--- src/rtl/writeback_pkg.sv ---
// Shared opcode/funct3 constants and the writeback-register record used by
// the final pipeline stage and its register file.
package writeback_pkg;

    localparam int XLEN = 32;
    localparam int NREG = 32;
    localparam int RA_W = 5;

    localparam logic [6:0] OP_LOAD   = 7'b0000011;
    localparam logic [6:0] OP_STORE  = 7'b0100011;
    localparam logic [6:0] OP_BRANCH = 7'b1100011;
    localparam logic [6:0] OP_JAL    = 7'b1101111;
    localparam logic [6:0] OP_JALR   = 7'b1100111;

    localparam logic [2:0] F3_LB  = 3'b000;
    localparam logic [2:0] F3_LH  = 3'b001;
    localparam logic [2:0] F3_LW  = 3'b010;
    localparam logic [2:0] F3_LBU = 3'b100;
    localparam logic [2:0] F3_LHU = 3'b101;

    typedef struct packed {
        logic [XLEN-1:0] ir;
        logic [XLEN-1:0] rd;
        logic [XLEN-1:0] a;
        logic [XLEN-1:0] pc;
        logic [RA_W-1:0] am;
    } wb_entry_t;

    function automatic logic is_link(input logic [6:0] opcode);
        return (opcode == OP_JAL) || (opcode == OP_JALR);
    endfunction

endpackage

--- src/rtl/writeback_regfile_2r1w.sv ---
// 32x32 integer register file: two combinational read ports with write-through
// bypass, one write port, x0 hardwired to zero.
import writeback_pkg::*;

module regfile_2r1w #(
    parameter logic [31:0] REG_INIT = 32'h0
) (
    input  logic            clk,
    input  logic            rst,
    input  logic            we,
    input  logic [RA_W-1:0] waddr,
    input  logic [XLEN-1:0] wdata,
    input  logic [RA_W-1:0] raddr1,
    input  logic [RA_W-1:0] raddr2,
    output logic [XLEN-1:0] rdata1,
    output logic [XLEN-1:0] rdata2
);

    logic [XLEN-1:0] mem [0:NREG-1];
    logic            wr_live;

    assign wr_live = we && (waddr != '0);

    generate
        for (genvar gi = 0; gi < NREG; gi++) begin : g_reg
            if (gi == 0) begin : g_zero
                always_ff @(posedge clk) begin
                    mem[gi] <= '0;
                end
            end else begin : g_live
                always_ff @(posedge clk) begin
                    if (rst) begin
                        mem[gi] <= REG_INIT;
                    end else if (wr_live && (waddr == RA_W'(gi))) begin
                        mem[gi] <= wdata;
                    end
                end
            end
        end
    endgenerate

    // A register being written this cycle is visible on the read port at once,
    // so decode never sees a stale value for the instruction retiring now.
    always_comb begin
        rdata1 = '0;
        if (raddr1 != '0) begin
            rdata1 = (wr_live && (waddr == raddr1)) ? wdata : mem[raddr1];
        end
    end

    always_comb begin
        rdata2 = '0;
        if (raddr2 != '0) begin
            rdata2 = (wr_live && (waddr == raddr2)) ? wdata : mem[raddr2];
        end
    end

endmodule

--- src/rtl/writeback.sv ---
// Final pipeline stage: holds one instruction, builds its architectural result,
// commits it into the register file and counts retired instructions.
import writeback_pkg::*;

module writeback #(
    parameter int          CNT_W    = 64,
    parameter logic [31:0] REG_INIT = 32'h0
) (
    input  logic             clk,
    input  logic             rst,
    input  logic [31:0]      IR,
    input  logic [31:0]      RD,
    input  logic [31:0]      A,
    input  logic [31:0]      PC,
    input  logic [4:0]       AM,
    input  logic             v_in,
    input  logic             stall,
    output logic             r_out,
    input  logic [4:0]       rs1_addr,
    input  logic [4:0]       rs2_addr,
    output logic [31:0]      rs1_data,
    output logic [31:0]      rs2_data,
    output logic [4:0]       fwd_rd,
    output logic [31:0]      fwd_data,
    output logic             fwd_valid,
    output logic [CNT_W-1:0] instret
);

    wb_entry_t        wb_reg;
    wb_entry_t        wb_next;
    logic             wb_valid_reg;
    logic             wb_valid_next;
    logic             r_out_reg;
    logic [CNT_W-1:0] instret_reg;

    logic             accept;
    logic             commit;
    logic [31:0]      result;
    logic             has_dest;

    assign accept   = v_in & r_out_reg & ~stall;
    assign commit   = wb_valid_reg & ~stall;
    assign has_dest = wb_reg.am != '0;

    always_comb begin
        wb_next       = wb_reg;
        wb_valid_next = wb_valid_reg;
        if (accept) begin
            wb_next.ir    = IR;
            wb_next.rd    = RD;
            wb_next.a     = A;
            wb_next.pc    = PC;
            wb_next.am    = AM;
            wb_valid_next = 1'b1;
        end else if (commit) begin
            wb_valid_next = 1'b0;
        end
    end

    always_ff @(posedge clk) begin
        if (rst) begin
            wb_reg       <= '0;
            wb_valid_reg <= 1'b0;
            r_out_reg    <= 1'b1;
            instret_reg  <= '0;
        end else begin
            wb_reg       <= wb_next;
            wb_valid_reg <= wb_valid_next;
            r_out_reg    <= ~stall;
            if (commit) begin
                instret_reg <= instret_reg + CNT_W'(1);
            end
        end
    end

    // Upper load-data bits are undefined upstream, so every width is rebuilt
    // from the low bits only.
    always_comb begin
        result = wb_reg.a;
        if (wb_reg.ir[6:0] == OP_LOAD) begin
            case (wb_reg.ir[14:12])
                F3_LB:   result = {{24{wb_reg.rd[7]}}, wb_reg.rd[7:0]};
                F3_LH:   result = {{16{wb_reg.rd[15]}}, wb_reg.rd[15:0]};
                F3_LW:   result = wb_reg.rd;
                F3_LBU:  result = {24'h0, wb_reg.rd[7:0]};
                F3_LHU:  result = {16'h0, wb_reg.rd[15:0]};
                default: result = '0;
            endcase
        end else if (is_link(wb_reg.ir[6:0])) begin
            result = wb_reg.pc + 32'd4;
        end
    end

    regfile_2r1w #(
        .REG_INIT (REG_INIT)
    ) u_regfile (
        .clk    (clk),
        .rst    (rst),
        .we     (commit & has_dest),
        .waddr  (wb_reg.am),
        .wdata  (result),
        .raddr1 (rs1_addr),
        .raddr2 (rs2_addr),
        .rdata1 (rs1_data),
        .rdata2 (rs2_data)
    );

    assign fwd_valid = wb_valid_reg & has_dest;
    assign fwd_rd    = fwd_valid ? wb_reg.am : 5'd0;
    assign fwd_data  = result;
    assign r_out     = r_out_reg;
    assign instret   = instret_reg;

endmodule

--- config.mk ---
export PLATFORM = sky130hd
export DESIGN_NAME = writeback
export DESIGN_NICKNAME = d
export VERILOG_FILES = /design/src/rtl/writeback_pkg.sv /design/src/rtl/writeback_regfile_2r1w.sv /design/src/rtl/writeback.sv
export SDC_FILE = /design/constraint.sdc
export NUM_CORES = 2
export LEC_CHECK = 0
export BUFFER_PORTS_ARGS = -buffer_cell sky130_fd_sc_hd__buf_2
export CORE_ASPECT_RATIO = 0.9
export CORE_MARGIN = 2
export CORE_UTILIZATION = 30
export DETAILED_ROUTE_END_ITERATION = 8
export GPL_ROUTABILITY_DRIVEN = 0
export HOLD_SLACK_MARGIN = 0.06
export PLACE_DENSITY = 0.41
export SLEW_MARGIN = 10
export SYNTH_ARGS = -nofsm -noshare
export SYNTH_HDL_FRONTEND = slang
export SYNTH_HIERARCHICAL = 1
export SYNTH_SLANG_ARGS = --single-unit
export TNS_END_PERCENT = 1
--- constraint.sdc ---
create_clock -name clk -period 4.15 [get_ports clk]
set_input_delay 0.415 -clock clk [delete_from_list [all_inputs] [get_ports clk]]
set_output_delay 0.415 -clock clk [all_outputs]
set_load 0.01 [all_outputs]
; ---- After elaboration in Yosys (flattened, before gate mapping)
; Memories as Yosys holds them, arrays and structs flattened.
; Index checks and enable logic that the tools add are counted.
[totals]
reg_bits = 182
ram_bits = 1024
input_bits = 147
out_inout_bits = 167
word_cells = 264
mem_count = 1
[op_classes]
addsub = 2
eq_ne = 40
muxes = 136
bitwise = 37
n_reduce_logical = 40
[memory_table]
columns = name, depth, width, rd, rd_ports_with_merged_regs, write_ports, line_no
row1 = u_regfile.mem, 32, 32, 2, 0, 32, writeback_regfile_2r1w.sv:19  ; logic [XLEN-1:0] mem [0:NREG-1];
[op_table]
columns = op, count
row1 = 32-bit two-way mux, 37
row2 = 32-bit case mux with 5 select lines, 1
row3 = 1-bit two-way mux, 97
row4 = 5-bit == test (second input constant), 16
row5 = 64-bit by 1-bit adder with 64-bit output (second input constant), 1
row6 = 5-bit by 4-bit == test with 1-bit output (second input constant), 8
row7 = 1-bit logical AND, 34
row8 = 32-bit by 3-bit adder with 32-bit output (second input constant), 1
row9 = 1-bit bitwise OR, 31
row10 = 5-bit by 3-bit == test with 1-bit output (second input constant), 4
row11 = 5-bit nonzero test, 3
row12 = 7-bit == test (second input constant), 2
row13 = 5-bit by 2-bit == test with 1-bit output (second input constant), 2
row14 = 5-bit == test, 2
row15 = 7-bit by 2-bit == test with 1-bit output (second input constant), 1
row16 = 3-bit == test (second input constant), 2
row17 = 1-bit AND, 5
row18 = 5-bit by 1-bit == test with 1-bit output (second input constant), 1
row19 = 5-bit two-way mux, 1
row20 = 3-bit by 1-bit == test with 1-bit output (second input constant), 1
row21 = 3-bit by 2-bit == test with 1-bit output (second input constant), 1
row22 = 3-bit logical NOT, 1
row23 = 2-bit nonzero test, 1
row24 = 1-bit logical OR, 1
row25 = 1-bit NOT, 1

; ---- Depth between registers and ports, before layout
[logic_depth]
depth_word = 9
mapped_depth = 10

; ---- By module
; Netlist, hierarchy kept.
[by_module_without_submodules]
columns = mod, n_inst, cells_each, area_each_um2, seq_area_each_um2
row1 = regfile_2r1w, 1, 3699, 53701.5, 29788.6
row2 = writeback, 1, 1086, 8229.1, 3543.4

; ---- Worst setup path after synthesis
; OpenSTA, ideal clock, no wires.
[synth_timing]
path_kind = register to register
startpoint = reg wb_valid_reg
endpoint = mem u_regfile.mem[2][0] (enable)
arrival_time_ns = 3.068
required_ns = 3.722
path_slack_ns = 0.654
path_stages_with_launch = 7
path_cell_list = dfxtp_1 clkbuf_1 o21a_1 nor2b_1 nor2b_1 nand3_1 o21bai_1
[synth_rtl]
columns = element, line_no
row1 = "start, declared", writeback.sv:31  ; logic wb_valid_reg;
row2 = "start signal, assigned", writeback.sv:68  ; wb_valid_reg <= wb_valid_next;
row3 = "end, declared", writeback_regfile_2r1w.sv:19

; ---- Worst setup path after layout
[layout_timing]
startpoint = reg wb_reg[4] in the netlist's numbering
endpoint = out rs2_data[0]
[layout_between]
elab_chain_len = 6
elab_cells_between_ends = 7
classes_between = 1 x eq/ne / 2 x mux / 1 x bitwise / 3 x reduce/logical
[layout_rtl]
columns = element, line_no
row1 = "start, declared", writeback.sv:29  ; wb_entry_t wb_reg;
row2 = "start signal, assigned", writeback.sv:67  ; wb_reg <= wb_next;
row3 = 5-bit nonzero test, "writeback_regfile_2r1w.sv:22, writeback.sv:43"
row4 = 1-bit AND, writeback.sv:99  ; .we (commit & has_dest),
row5 = 1-bit logical AND, writeback_regfile_2r1w.sv:22  ; assign wr_live = we && (waddr != '0);
row6 = 1-bit logical AND (*), writeback_regfile_2r1w.sv:54  ; rdata2 = (wr_live && (waddr == raddr2)) ? wdata : mem[raddr2];
row7 = 32-bit two-way mux (*), writeback_regfile_2r1w.sv:54
row8 = 32-bit two-way mux (*), writeback_regfile_2r1w.sv:53  ; if (raddr2 != '0) begin
row9 = "end, declared", writeback.sv:22  ; output logic [31:0] rs2_data,
; Every way passes the cells marked *; elsewhere a longest branch is shown, timed or not.

==> PnR_summary.wiki <==
{| class="wikitable"
! Metric !! Value
|-
| Cell at the root of the clock tree || sky130_fd_sc_hd__clkbuf_16
|-
| Most used DFF post-synth || sky130_fd_sc_hd__edfxtp_1
|-
| Worst stage delay on the critical path || 0.52 ns
|-
| Logic pwr share || 11.4%
|-
| Delay-heaviest family, CP || simple AND/OR/NAND/NOR gates
|-
| Worst min path class || in2reg
|-
| Detailed-route DRC error count || 0
|-
| Area of the core region || 206,000 µm²
|-
| Number of buffers created by CTS || 141
|-
| Final worst clock skew || 0.0223 ns
|-
| Vias in the first global route || 44,700
|-
| Post-layout worst setup margin || 0.126 ns
|-
| Synth Cell Area || 61,900 µm²
|-
| # port buffers || 291
|-
| Worst voltage drop across the vdd grid || 0.398 mV
|-
| Crit path max-delay cell type || sky130_fd_sc_hd__or4_1
|-
| Number of violations of the max-capacitance limit || 0
|-
| Yosys top cell area share || 48.1%
|-
| Avg Cell Area, Syn || 12.9 µm²
|-
| Combined global-route utilization of all metal layers || 24.5%
|-
| Reported net switching power || 7.57 mW
|-
| Number of top-level pins || 314
|-
| Total negative slack || 0 ns
|-
| Multi-input combinational cell area || 27,300 µm²
|-
| Startpoint of the worst setup timing path || wb_reg[4]
|-
| Finish-stage setup viols || 0
|-
| DP Worst Slack || 0.291 ns
|-
| Clock-pin slew of the registers on the worst-case setup and hold paths || 0.06 ns
|-
| Number of endpoints with negative hold slack in the final report || 0
|-
| Period utilization || 97.0%
|-
| Most area-consuming cells after synthesis || sky130_fd_sc_hd__edfxtp_1 (48%), sky130_fd_sc_hd__mux4_2 (14%), sky130_fd_sc_hd__and2_1 (10%), sky130_fd_sc_hd__dfxtp_1 (5.7%), sky130_fd_sc_hd__mux2_2 (2.2%)
|-
| Sum of buffers and inverters on the critical path || 3
|-
| Worst hold path startpoint || rst
|-
| NumNets Final || 5,340
|-
| Ordered cell list for the critical path || or4_1 -> o21a_1 -> nor2b_1 -> buf_4 -> o41ai_1 -> or4_4 -> buf_6 -> nor2_1 -> a31oi_1 -> buf_2
|-
| Pre-Repair DR Iteration Count || 5
|-
| Synthesized netlist net count || 4,934
|-
| Run status || finished clean
|-
| Clock latency of the later-clocked register in the worst-skew pair || 0.79 ns
|-
| Die height || 435 µm
|-
| Max transition margin || 20.5%
|-
| Biggest area consumer among synthesized cells || sky130_fd_sc_hd__edfxtp_1
|-
| CTS sink cnt || 1,169
|-
| Post-detailed-route count of antenna-violating nets || 0
|-
| Number of pins exceeding their max-slew limit in the final report || 0
|-
| Critical path endpoint category || output port
|-
| Sequential-to-total area share from yosys stat || 53.8%
|-
| Max FFs per register || 992
|-
| Average detailed-routed wire length per instance || 32.5 µm
|-
| Filler Cell Count || 20,000
|-
| Smallest hold slack || 0.331 ns
|-
| Distinct cells, synth || 73
|-
| Class of the most critical setup path || reg2out
|-
| Effective utilization at floorplan || 30.1%
|-
| Final Util || 36.2%
|-
| Period minus WS final || 4.02 ns
|-
| Leakage dissipation || 26.7 nW
|-
| Setup repair after global routing missed its margin || true
|-
| Detail-routed via count per cell || 5.49
|-
| Yosys warning total || 6
|-
| Startpoint of the worst-slack reg-to-reg timing path || wb_reg[0]
|-
| Site Rows || 158
|-
| Transition time at the pin with the least slew margin || 1.19 ns
|-
| H-tree depth || 4
|-
| Die area || 210,000 µm²
|-
| Wire length after detailed routing || 261,000 µm
|-
| Sequential standard cell area || 33,300 µm²
|-
| Die Width || 483 µm
|-
| Number of antenna violations at the first check in global routing || 24
|-
| Drt first-iter violations || 4,210
|-
| Half-perimeter wire length of the detailed placement result || 170,000 µm
|-
| Sequential cell fraction of total power || 45.6%
|-
| Vias || 44,100
|-
| Leftover overflow at the end of global routing || 0
|-
| Layout cells sized above 1 || 27.5%
|-
| Clock power frac || 43.0%
|-
| Pin count of the biggest net entering global routing || 169
|-
| Maximum fanout count along the critical path || 15
|-
| Number of instances in the synthesized netlist || 4,785
|-
| Cell Int Power || 21.6 mW
|-
| Power, Total || 29.1 mW
|-
| Growth of design area from synthesis to finish || 20.0%
|-
| Sw Ratio || 26.0%
|-
| Number of flip-flops and latches in the synthesized netlist || 1,169
|-
| Worst path arrival time || 3.61 ns
|-
| Power density normalized to cell area || 392 nW/µm²
|-
| Data required time of the worst path || 3.73 ns
|-
| Max Buffers Root-to-Sink || 3
|-
| TritonCTS clock tree || done
|-
| Wire length of the first global-routing pass || 361,000 µm
|-
| Launching element type of the critical path || flip-flop
|-
| Fraction of synthesis flops using an asynchronous set or reset pin || 0%
|-
| Number of flops mapped to enable cells by yosys || 992
|-
| Max frequency || 0.248 GHz
|}
[Yosys cell counts, types with 7 or more instances]
library cell / instances
sky130_fd_sc_hd__dfxtp_1: 177
sky130_fd_sc_hd__o31ai_1: 21
sky130_fd_sc_hd__a21oi_1: 210
sky130_fd_sc_hd__a221o_1: 21
sky130_fd_sc_hd__a221oi_1: 102
sky130_fd_sc_hd__and4_1: 12
sky130_fd_sc_hd__nor2b_1: 35
sky130_fd_sc_hd__nor2_1: 133
sky130_fd_sc_hd__mux2_2: 120
sky130_fd_sc_hd__buf_2: 67
sky130_fd_sc_hd__xor2_1: 27
sky130_fd_sc_hd__a22oi_1: 60
sky130_fd_sc_hd__or2_2: 7
sky130_fd_sc_hd__and2_1: 1004
sky130_fd_sc_hd__mux4_2: 373
sky130_fd_sc_hd__o21bai_1: 19
sky130_fd_sc_hd__a21o_1: 12
sky130_fd_sc_hd__xnor2_1: 44
sky130_fd_sc_hd__a21boi_0: 8
sky130_fd_sc_hd__nand4_1: 32
sky130_fd_sc_hd__o41ai_1: 13
sky130_fd_sc_hd__or4_1: 14
sky130_fd_sc_hd__clkbuf_1: 352
sky130_fd_sc_hd__nand3_1: 48
sky130_fd_sc_hd__nor4_1: 18
sky130_fd_sc_hd__nand2_1: 310
sky130_fd_sc_hd__or3_1: 24
sky130_fd_sc_hd__inv_1: 16
sky130_fd_sc_hd__edfxtp_1: 992
sky130_fd_sc_hd__nand2b_1: 8
sky130_fd_sc_hd__o311ai_1: 14
sky130_fd_sc_hd__mux4_1: 11
sky130_fd_sc_hd__buf_4: 20
sky130_fd_sc_hd__buf_1: 15
sky130_fd_sc_hd__and3_1: 8
sky130_fd_sc_hd__mux2i_1: 82
sky130_fd_sc_hd__o21ai_0: 37
sky130_fd_sc_hd__a22o_1: 38
sky130_fd_sc_hd__o22ai_1: 70
sky130_fd_sc_hd__o221ai_1: 13
sky130_fd_sc_hd__a31oi_1: 34
sky130_fd_sc_hd__buf_6: 16
sky130_fd_sc_hd__mux2_1: 13
sky130_fd_sc_hd__nor3_1: 64
[worst register-to-register path: stages (launching register included)]
cell	delay, ns
sky130_fd_sc_hd__dfxtp_1	0.33
sky130_fd_sc_hd__or4_1	0.11
sky130_fd_sc_hd__o21a_1	0.12
sky130_fd_sc_hd__nor2b_1	0.14
sky130_fd_sc_hd__buf_4	0.21
sky130_fd_sc_hd__nor2b_1	0.36
sky130_fd_sc_hd__nor2b_1	0.39
sky130_fd_sc_hd__nand2_1	0.34
sky130_fd_sc_hd__nor2_4	0.56
sky130_fd_sc_hd__buf_4	0.50
sky130_fd_sc_hd__and2_1	0.23
[per-layer routing]
layer	global-route usage (%)	vias to the layer above	wire length [µm]
met5	0	-	0
met3	3.08	346	14600
met2	40.1	1594	126000
li1	-	19000	-
met1	33.7	23200	113000
met4	7.23	0	8420
[layout by cell type, fill, tap and decap left out, types with 38 or more instances in the layout]
cell type	netlist	layout
sky130_fd_sc_hd__a22oi_1	60	60
sky130_fd_sc_hd__nand2_1	310	310
sky130_fd_sc_hd__edfxtp_1	992	992
sky130_fd_sc_hd__buf_2	67	283
sky130_fd_sc_hd__nand3_1	48	47
sky130_fd_sc_hd__mux2_2	120	120
sky130_fd_sc_hd__a21oi_1	210	208
sky130_fd_sc_hd__a22o_1	38	38
sky130_fd_sc_hd__dfxtp_1	177	177
sky130_fd_sc_hd__clkbuf_16	0	147
sky130_fd_sc_hd__dlygate4sd3_1	0	122
sky130_fd_sc_hd__mux4_2	373	373
sky130_fd_sc_hd__xnor2_1	44	44
sky130_fd_sc_hd__buf_4	20	289
sky130_fd_sc_hd__o22ai_1	70	65
sky130_fd_sc_hd__nor3_1	64	60
sky130_fd_sc_hd__a221oi_1	102	102
sky130_fd_sc_hd__and2_1	1004	1003
sky130_fd_sc_hd__mux2i_1	82	82
sky130_fd_sc_hd__nor2_1	133	102
[worst paths after layout]
kind | cells after the start | to | slack (ns)
setup reg to reg | 10 | u_regfile/mem[16][15] | 0.73
setup / recovery | 10 | rs2_data[0] | 0.13
hold / removal | 2 | u_regfile/mem[1][26] | 0.33
hold reg to reg | 2 | wb_reg[101] | 0.45
[power by group through the flow]
| stage | Clock [mW] | Combinational (mW) | Sequential (mW) |
|---|---|---|---|
| 2_1_floorplan | 0 | 1.72 | 13.5 |
| 3_3_place_gp | 0 | 3.23 | 13.5 |
| 3_5_place_dp | 0 | 3.23 | 13.5 |
| 4_1_cts | 12.8 | 3.34 | 13.3 |
| 5_1_grt | 13.3 | 3.46 | 13.3 |
| 6_report | 12.5 | 3.31 | 13.3 |
[cells by family after synthesis]
family	synth area share, %
fa+ha+maj	0.0404
buf+inv	3.58
simple gates	15.8
flops	53.8
mux	17.9
compound gates	7.86
xor+xnor	1.00
[what timing repair did]
| action | CTS | global route |
|---|---|---|
| endpoints found under the setup margin | 45 | 22 |
| endpoints found under the hold margin | 112 | 0 |
| hold buffers | 122 | 0 |
| setup buffers | 1 | 0 |
| pin swaps | 3 | 3 |
| resized for setup | 18 | 8 |
[final cells by class]
cell class	instances	share of cell area (%)
Sequential cell	1169	44.8
Multi-Input combinational cell	3123	36.7
Timing Repair Buffer	739	7.60
Clock buffer	185	5.18
Tap cell	2720	4.58
Clock inverter	71	0.931
Inverter	17	0.0858
Antenna cell	16	0.0539
[through the flow]
step	cell area, µm²	cells
after CTS	74300	8024
after floorplan	61900	4785
final	74300	8040
after detailed placement	68400	7645
after global routing	74300	8027
after global placement	68400	7645
No activity file was read; power rests on OpenSTA's default activity.
